## config.mk

```make
export PLATFORM = sky130hd
export DESIGN_NAME = matrix_code_row_pipe
export DESIGN_NICKNAME = d
export VERILOG_FILES = /design/src/rtl/matrix_code_row_pipe.sv
export SDC_FILE = /design/constraint.sdc
export NUM_CORES = 1
export LEC_CHECK = 0
export BUFFER_PORTS_ARGS = -buffer_cell sky130_fd_sc_hd__buf_2
export CAP_MARGIN = 30
export CORE_MARGIN = 5
export CORE_UTILIZATION = 62
export CTS_BUF_LIST = sky130_fd_sc_hd__clkbuf_8
export DETAILED_ROUTE_END_ITERATION = 6
export PLACE_DENSITY = 0.95
export SLEW_MARGIN = 10
export SYNTH_ARGS = -nofsm -noshare
export SYNTH_HDL_FRONTEND = slang
export SYNTH_SLANG_ARGS = --single-unit
export TNS_END_PERCENT = 10
```

## constraint.sdc

```tcl
create_clock -name clk -period 10.15 [get_ports clk]
set_input_delay 3.045 -clock clk [delete_from_list [all_inputs] [get_ports clk]]
set_output_delay 3.045 -clock clk [all_outputs]
set_load 0.1 [all_outputs]
```

## src/rtl/matrix_code_row_pipe.sv

```systemverilog
// Two-stage matrix-code row checker/corrector with valid/ready flow control
// and saturating corrected/uncorrectable event counters.
module matrix_code_row_pipe #(
  parameter int W     = 8,
  parameter int CNT_W = 16
) (
  input  logic             clk,
  input  logic             rst,
  input  logic             in_valid,
  output logic             in_ready,
  input  logic [W-1:0]     p1,
  input  logic [W-1:0]     p2,
  input  logic [W-1:0]     p3,
  input  logic [W-1:0]     p4,
  input  logic [W-1:0]     z1,
  input  logic [W-1:0]     z2,
  input  logic [W-1:0]     z3,
  input  logic             correct_en,
  output logic             out_valid,
  input  logic             out_ready,
  output logic [W-1:0]     q1,
  output logic [W-1:0]     q2,
  output logic [W-1:0]     q3,
  output logic [W-1:0]     q4,
  output logic [2:0]       err_pos,
  output logic             out_unc,
  input  logic             cnt_clr,
  output logic [CNT_W-1:0] cnt_corr,
  output logic [CNT_W-1:0] cnt_unc
);

  logic             v1, v2, adv1, adv2;
  logic [W-1:0]     r1, r2, r3, r4;
  logic [W-1:0]     s1, s2, s3;
  logic             ce_r;
  logic             n1, n2, n3;
  logic [2:0]       pos_c;
  logic             unc_c;
  logic [W-1:0]     qc1, qc2, qc3, qc4;
  logic [CNT_W-1:0] cnt_one;

  assign adv2      = !v2 || out_ready;
  assign adv1      = !v1 || adv2;
  assign in_ready  = adv1;
  assign out_valid = v2;
  assign cnt_one   = {{(CNT_W-1){1'b0}}, 1'b1};

  // Check words are folded into the syndromes here, so only s* travel on.
  always_ff @(posedge clk or posedge rst) begin
    if (rst) begin
      v1   <= 1'b0;
      r1   <= '0;
      r2   <= '0;
      r3   <= '0;
      r4   <= '0;
      s1   <= '0;
      s2   <= '0;
      s3   <= '0;
      ce_r <= 1'b0;
    end else if (adv1) begin
      v1 <= in_valid;
      if (in_valid) begin
        r1   <= p1;
        r2   <= p2;
        r3   <= p3;
        r4   <= p4;
        s1   <= p1 ^ p2 ^ p3 ^ z1;
        s2   <= p1 ^ p2 ^ p4 ^ z2;
        s3   <= p1 ^ p3 ^ p4 ^ z3;
        ce_r <= correct_en;
      end
    end
  end

  assign n1 = |s1;
  assign n2 = |s2;
  assign n3 = |s3;

  always_comb begin
    pos_c = 3'd0;
    unc_c = 1'b0;
    case ({n3, n2, n1})
      3'b000: pos_c = 3'd0;
      3'b001: pos_c = 3'd5;
      3'b010: pos_c = 3'd6;
      3'b100: pos_c = 3'd7;
      3'b111: if (s1 == s2 && s2 == s3) pos_c = 3'd1; else unc_c = 1'b1;
      3'b011: if (s1 == s2) pos_c = 3'd2; else unc_c = 1'b1;
      3'b101: if (s1 == s3) pos_c = 3'd3; else unc_c = 1'b1;
      3'b110: if (s2 == s3) pos_c = 3'd4; else unc_c = 1'b1;
      default: unc_c = 1'b1;
    endcase
  end

  always_comb begin
    qc1 = r1;
    qc2 = r2;
    qc3 = r3;
    qc4 = r4;
    if (ce_r) begin
      case (pos_c)
        3'd1:    qc1 = r1 ^ s1;
        3'd2:    qc2 = r2 ^ s1;
        3'd3:    qc3 = r3 ^ s1;
        3'd4:    qc4 = r4 ^ s2;
        default: ;
      endcase
    end
  end

  always_ff @(posedge clk or posedge rst) begin
    if (rst) begin
      v2      <= 1'b0;
      q1      <= '0;
      q2      <= '0;
      q3      <= '0;
      q4      <= '0;
      err_pos <= 3'd0;
      out_unc <= 1'b0;
    end else if (adv2) begin
      v2 <= v1;
      if (v1) begin
        q1      <= qc1;
        q2      <= qc2;
        q3      <= qc3;
        q4      <= qc4;
        err_pos <= pos_c;
        out_unc <= unc_c;
      end
    end
  end

  always_ff @(posedge clk or posedge rst) begin
    if (rst) begin
      cnt_corr <= '0;
      cnt_unc  <= '0;
    end else if (cnt_clr) begin
      cnt_corr <= '0;
      cnt_unc  <= '0;
    end else if (v2 && out_ready) begin
      if (out_unc) begin
        if (!(&cnt_unc)) cnt_unc <= cnt_unc + cnt_one;
      end else if (err_pos != 3'd0) begin
        if (!(&cnt_corr)) cnt_corr <= cnt_corr + cnt_one;
      end
    end
  end

endmodule

```

==> out/results.ini, run 1 <==
[timing]
worstMarginPinSlew_ns=0.941
grt_setup_unrepaired=no
max_freq_mhz=147
timing.final.crit_period_ns=6.81
setup_tns_ns=0
maxSlewHeadroom_pct=37.0
slew_violations=0
hold_viol=0
clock_skew_ns=0.0120
period_share_pct=67.1
setup_viol=0

[cts]
clk_pin_slew_ns=0.07
root_buffer=clkbuf_8
ctsHoldBuffers=0
clock_latency_ns=0.44
tritoncts=yes
cts_resized=0
cts.sinks=127
cts_buffer_depth=2
postCtsSetupRepairBufs=0
h-tree-depth=4
numCtsBuffers=17

[placed_design]
port_buffers=131
gp_congestion=0.910
dp_hpwl_um=11600
dpl-instance-area_mm2=0.00738

[synth]
synthFlopType=dfrtp_1
ys_seq_area_share_pct=47.7
synth_warnings=0
syn_inst=655
syn_nets=719
synth_edf_count=0
synth_top_area_share_pct=47.7
post-synth-top-count-cell=dfrtp_1
synth_area_leaders=dfrtp_1 48%, xnor2_1 11%, xor2_1 8.2%
yosys.area.top_type=dfrtp_1
async_reset_ff_share_pct=100
ys_types=39
syn_avg_cell_area_um2=10.2
synth_area_mm2=0.00666
synth_commonest_cells=127 x dfrtp_1, 81 x xnor2_1, 69 x nand2_1
ys_seq_elements=127

[worst_setup_path]
crit_path_frequent_cell=buf_2
crit_type=in -> out
slowest_stage=buf_2
cp_data_required_time_ns=7.11
cp_cell_sequence=buf_2 > nand3b_1 > buf_2
crit_path_start_kind=primary input
crit_path_end_kind=output pin
critPathMaxFanout=4
cp.arrival_ns=3.77
slowest_delay_ns=0.45

[finish]
layout.nets=844
area_growth_syn_to_layout_pct=16.9
drive_above_1_share_pct=27.5
design_area_mm2=0.00778
diodes=0
top_regs=cnt_corr: 16 flops, cnt_unc: 16 flops

[grt]
grt_pass1_wl_um=26500
grt_pass1_vias=5531
grt_use_total_pct=25.5
antenna_found_initial=0
grt-ovfl-total=0
grt_max_degree=82

[routing]
drt_first_pass_iters=5
viasPerCell=5.72
wire_per_inst_um=17.0
drt_iter0_markers=585
dr_wl_met2_um=8000
m1WireLength_um=6440
vias=5306
antenna_left=0
wl_um=15800
wl_met3_um=970
dr.max_layer_used=met4
drc=0

[pwr]
p_per_area_mw_per_mm2=201
irDropWorstVdd_uv=160
p_leak_uw=0.00345

[min_path]
hold_class=reg -> reg

[floorplanning]
die_h_um=114
rows=37
core_area_mm2=0.0104
design.die.area_mm2=0.0129
die_w_um=114
io_pins=132
initial_core_util_pct=63.9

[flow_run]
max-cap-violations=0

[status]
outcome=completed

## per-layer routing
metal | up-vias | GRT usage [%]
met5 | - | 0
met4 | 0 | 9.46
met3 | 30 | 4.77
met2 | 233 | 43.3
met1 | 2576 | 32.5
li1 | 2467 | -
## cell usage in the layout (no fill, tap or decap), drive strengths merged, types with 3 or more instances in the layout
cell    Yosys  routed
a211oi      9       9
a21oi      18      18
and2        5       5
and3        5       5
and4        5       5
buf        10     138
clkbuf     23      23
dfrtp     127     127
inv        13      17
mux2       34      34
mux2i       3       3
nand2      69      69
nand2b      4       4
nand3      36      36
nand4      12      12
nor2       46      46
nor3        5       5
nor4        7       7
o211ai      3       3
o21ai      57      57
or3         8       8
xnor2      81      81
xor2       62      62
## logic make-up (layout without fill, tap and decap cells)
logic type               Yosys count  in the layout  synth area share (%)
AND/OR/NAND/NOR                  206            206                  15.1
XOR/XNOR                         143            143                  18.8
flip-flops                       127            127                  47.7
AO/OA/AOI/OAI                     94             94                  8.52
buffers and inverters             46            183                  3.29
multiplexers                      37             37                  6.20
adder cells (fa/ha/maj)            2              2                 0.376
## per-stage QoR
step	util [%]	total power, uW	instances	worst slack [ns]	hold WS [ns]
after floorplan	-	1050	655	3.23	0.457
after global placement	70.5	1120	892	3.37	0.463
after detailed placement	70.9	1140	896	3.34	0.472
after CTS	74.7	1570	927	3.34	0.487
after global routing	74.7	1640	928	3.31	0.508
final	74.7	1570	928	3.34	0.480
## report_power, final
part,total [uW],internal [uW],switching [uW]
combinational,485,131,354
clock,434,245,189
sequential,648,576,71.7
total,1570,953,614
## area by class of cell
type,count,area (um2)
Clock buffer,22,303
Clock inverter,9,92.6
Fill cell,705,2630
Inverter,13,51.3
Multi-Input combinational cell,482,3260
Sequential cell,127,3180
Tap cell,136,170
Timing Repair Buffer,139,723
## worst paths after layout
check | from | end | slack [ns] | cells past startpoint
min | q4[2]$_DFFE_PP0P_ | q4[2]$_DFFE_PP0P_ | 0.48 | 2
min reg2reg | q4[2]$_DFFE_PP0P_ | q4[2]$_DFFE_PP0P_ | 0.48 | 2
max | out_ready | in_ready | 3.34 | 3
max in group asynchronous | rst | r4[1]$_DFFE_PP0P_ | 6.12 | 3
min in group asynchronous | rst | cnt_corr[6]$_DFFE_PP0P_ | 2.75 | 2
max reg2reg | s1[4]$_DFFE_PP0P_ | q4[6]$_DFFE_PP0P_ | 7.45 | 6
## worst max-delay path, delay by kind of cell
family        cells  cell delay [ns]
simple gates      1             0.16
buf+inv           2             0.56
Note: power is estimated with default switching activity, not from simulation.
==> run 2: changes to the inputs <==
--- a/config.mk
+++ b/config.mk
@@ -8,10 +8,10 @@
 export BUFFER_PORTS_ARGS = -buffer_cell sky130_fd_sc_hd__buf_2
 export CAP_MARGIN = 30
 export CORE_MARGIN = 5
-export CORE_UTILIZATION = 62
+export CORE_UTILIZATION = 52
 export CTS_BUF_LIST = sky130_fd_sc_hd__clkbuf_8
 export DETAILED_ROUTE_END_ITERATION = 6
-export PLACE_DENSITY = 0.95
+export PLACE_DENSITY = 0.88
 export SLEW_MARGIN = 10
 export SYNTH_ARGS = -nofsm -noshare
 export SYNTH_HDL_FRONTEND = slang
==> constraint.sdc (replaced) <==
create_clock -name clk -period 5.55 [get_ports clk]
set_input_delay 1.665 -clock clk [delete_from_list [all_inputs] [get_ports clk]]
set_output_delay 1.665 -clock clk [all_outputs]
set_load 0.1 [all_outputs]
==> out/results.ini, run 2 (synthesis results as in run 1) <==
[placed_design]
dp_cells=934  ; +4.2%
dp_hpwl_um=11300  ; -2.3%
port_buffers=131  ; unchanged
gp_congestion=0.926  ; +1.8%

[worst_setup_path]
critPathMaxFanout=4  ; unchanged
crit_path_start_kind=primary input
r2r_slack_ns=2.77  ; -4.68 ns
cp.arrival_ns=2.40  ; -1.37 ns
crit_path_end_kind=output pin
crit_type=in -> out
reg2reg_depth=6  ; unchanged
cp_data_required_time_ns=3.88  ; -3.23 ns

[grt]
grt_pass1_wl_um=25500  ; -3.7%
antenna_found_initial=0  ; unchanged
met2_usage_pct=33.5  ; -9.8 points
busiest_layer=met2
grt_use_total_pct=21.6  ; -3.9 points
grt_pass1_vias=5106  ; -7.7%
grt_max_degree=50  ; -39%
met3_usage_pct=5.58  ; +0.81 points
grt-ovfl-total=0  ; unchanged
grt_use_met1_pct=29.1  ; -3.4 points

[routing]
vias=5184  ; -2.3%
wl_um=15600  ; -1.4%
drt_iter0_markers=424  ; -28%
drc=0  ; unchanged
viasPerCell=5.36  ; -6.2%
antenna_left=0  ; unchanged
wire_per_inst_um=16.1  ; -5.3%
drt_first_pass_iters=5  ; unchanged

[finish]
diodes=0  ; unchanged
final_cells=967  ; +4.2%
drive_above_1_share_pct=28.3  ; +0.78 points
layout.nets=846  ; +0.24%
final_cell_mix=131 x buf_2, 127 x dfrtp_1, 81 x xnor2_1
final_common_cell=buf_2
area_growth_syn_to_layout_pct=18.9
top_regs=cnt_corr: 16 flops, cnt_unc: 16 flops
nFillCells=1005  ; +43%

[cts]
numCtsBuffers=17  ; unchanged
root_buffer=clkbuf_8
tritoncts=yes
clk_pin_slew_ns=0.08  ; about the same
ctsHoldBuffers=0  ; unchanged
clock_latency_ns=0.46  ; +0.02 ns
cts_resized=0  ; unchanged
h-tree-depth=4  ; unchanged
cts_buffer_depth=2  ; unchanged
cts.sinks=127  ; unchanged
postCtsSetupRepairBufs=0  ; unchanged

[pwr]
pwr-share-clk_pct=29.7  ; +2.0 points
switching_share_pct=39.4  ; +0.20 points
intPower_uw=1800  ; +88%
irDropWorstVdd_uv=301  ; +89%
p_per_area_mw_per_mm2=374  ; +86%
p_sw_uw=1170  ; +90%
combPwrFrac_pct=30.2  ; -0.8 points
p_seq_share_pct=40.2  ; -1.1 points
p_leak_uw=0.00346  ; +0.28%

[min_path]
min_path_cells=2  ; unchanged
hold_class=reg -> reg

[timing]
worstMarginPinSlew_ns=0.989  ; +0.0475 ns
hold_viol=0  ; unchanged
max_freq_mhz=246
period_share_pct=73.3
timing.final.crit_period_ns=4.07
setup_viol=0  ; unchanged
clock_skew_ns=0.0139  ; +0.00191 ns
grt_setup_unrepaired=no
setup_tns_ns=0  ; unchanged
maxSlewHeadroom_pct=33.5  ; -3.5 points
slew_violations=0  ; unchanged

[floorplanning]
rows=41  ; +11%
io_pins=132  ; unchanged
die_w_um=123  ; +8.4%
die_h_um=123  ; +8.4%
core_area_mm2=0.0126  ; +21%
design.die.area_mm2=0.0152  ; +17%
initial_core_util_pct=53.0  ; -11 points

[flow_run]
max-cap-violations=0  ; unchanged

[status]
outcome=completed

## run 2: cell types whose count changed in the layout (fill, tap and decap cells not counted)
| cell | change |
|---|---|
| bufinv_16 | +2 |
| inv_1 | -4 |
| clkinvlp_4 | +4 |
| buf_4 | +2 |
| inv_6 | +1 |
| clkinv_2 | +1 |
| clkbuf_2 | -1 |
| buf_2 | -1 |
| clkbuf_8 | -4 |
| buf_12 | +2 |
| clkinv_4 | +1 |
## run 2: routing by layer
| metal | share of wire (%) | vias up |
|---|---|---|
| met2 | 46 | 200 |
| met5 | 0 | - |
| met3 | 7.9 | 37 |
| li1 | - | 2476 |
| met4 | 2.6 | 0 |
| met1 | 43 | 2471 |
## run 2: stage by stage
stage | hold slack (ns) | utilization, % | instance area [um2] | total power [uW] | setup WS [ns]
CTS | 0.489 | 62.8 | 7900 | 2980 | 1.49
finish | 0.481 | 63.0 | 7920 | 2960 | 1.48
floorplan | 0.457 | - | 6660 | 1910 | 0.501
global placement | 0.459 | 59.1 | 7420 | 2070 | 1.52
detailed placement | 0.471 | 59.3 | 7460 | 2100 | 1.49
global route | 0.524 | 63.0 | 7920 | 3100 | 1.46
## run 2: final cells by class
type	count	area (um2)	share of cell area, %
Multi-Input combinational cell	482	3260	41.2
Sequential cell	127	3180	40.2
Timing Repair Buffer	141	768	9.71
Clock buffer	18	248	3.13
Tap cell	172	215	2.72
Clock inverter	14	190	2.40
Inverter	13	51.3	0.648
## run 2: worst paths after layout
check / startpoint / endpoint
setup / recovery: out_ready / in_ready
hold / removal: q4[3]$_DFFE_PP0P_ / q4[3]$_DFFE_PP0P_
setup reg to reg: s1[4]$_DFFE_PP0P_ / q4[5]$_DFFE_PP0P_
hold reg to reg: q4[3]$_DFFE_PP0P_ / q4[3]$_DFFE_PP0P_
max in group asynchronous: rst / q4[6]$_DFFE_PP0P_
min in group asynchronous: rst / cnt_corr[6]$_DFFE_PP0P_
## run 2: worst max-delay path, cell delays in order
cell and delay [ns]:
buf_2 0.10, nand3b_1 0.18, buf_2 0.46
## run 2: power groups by stage
| stage | Combinational, uW | Clock (uW) | Sequential (uW) |
|---|---|---|---|
| 2_1_floorplan | 367 | 0 | 1540 |
| 3_3_place_gp | 874 | 0 | 1200 |
| 3_5_place_dp | 892 | 0 | 1200 |
| 4_1_cts | 896 | 891 | 1190 |
| 5_1_grt | 950 | 937 | 1210 |
| 6_report | 894 | 879 | 1190 |
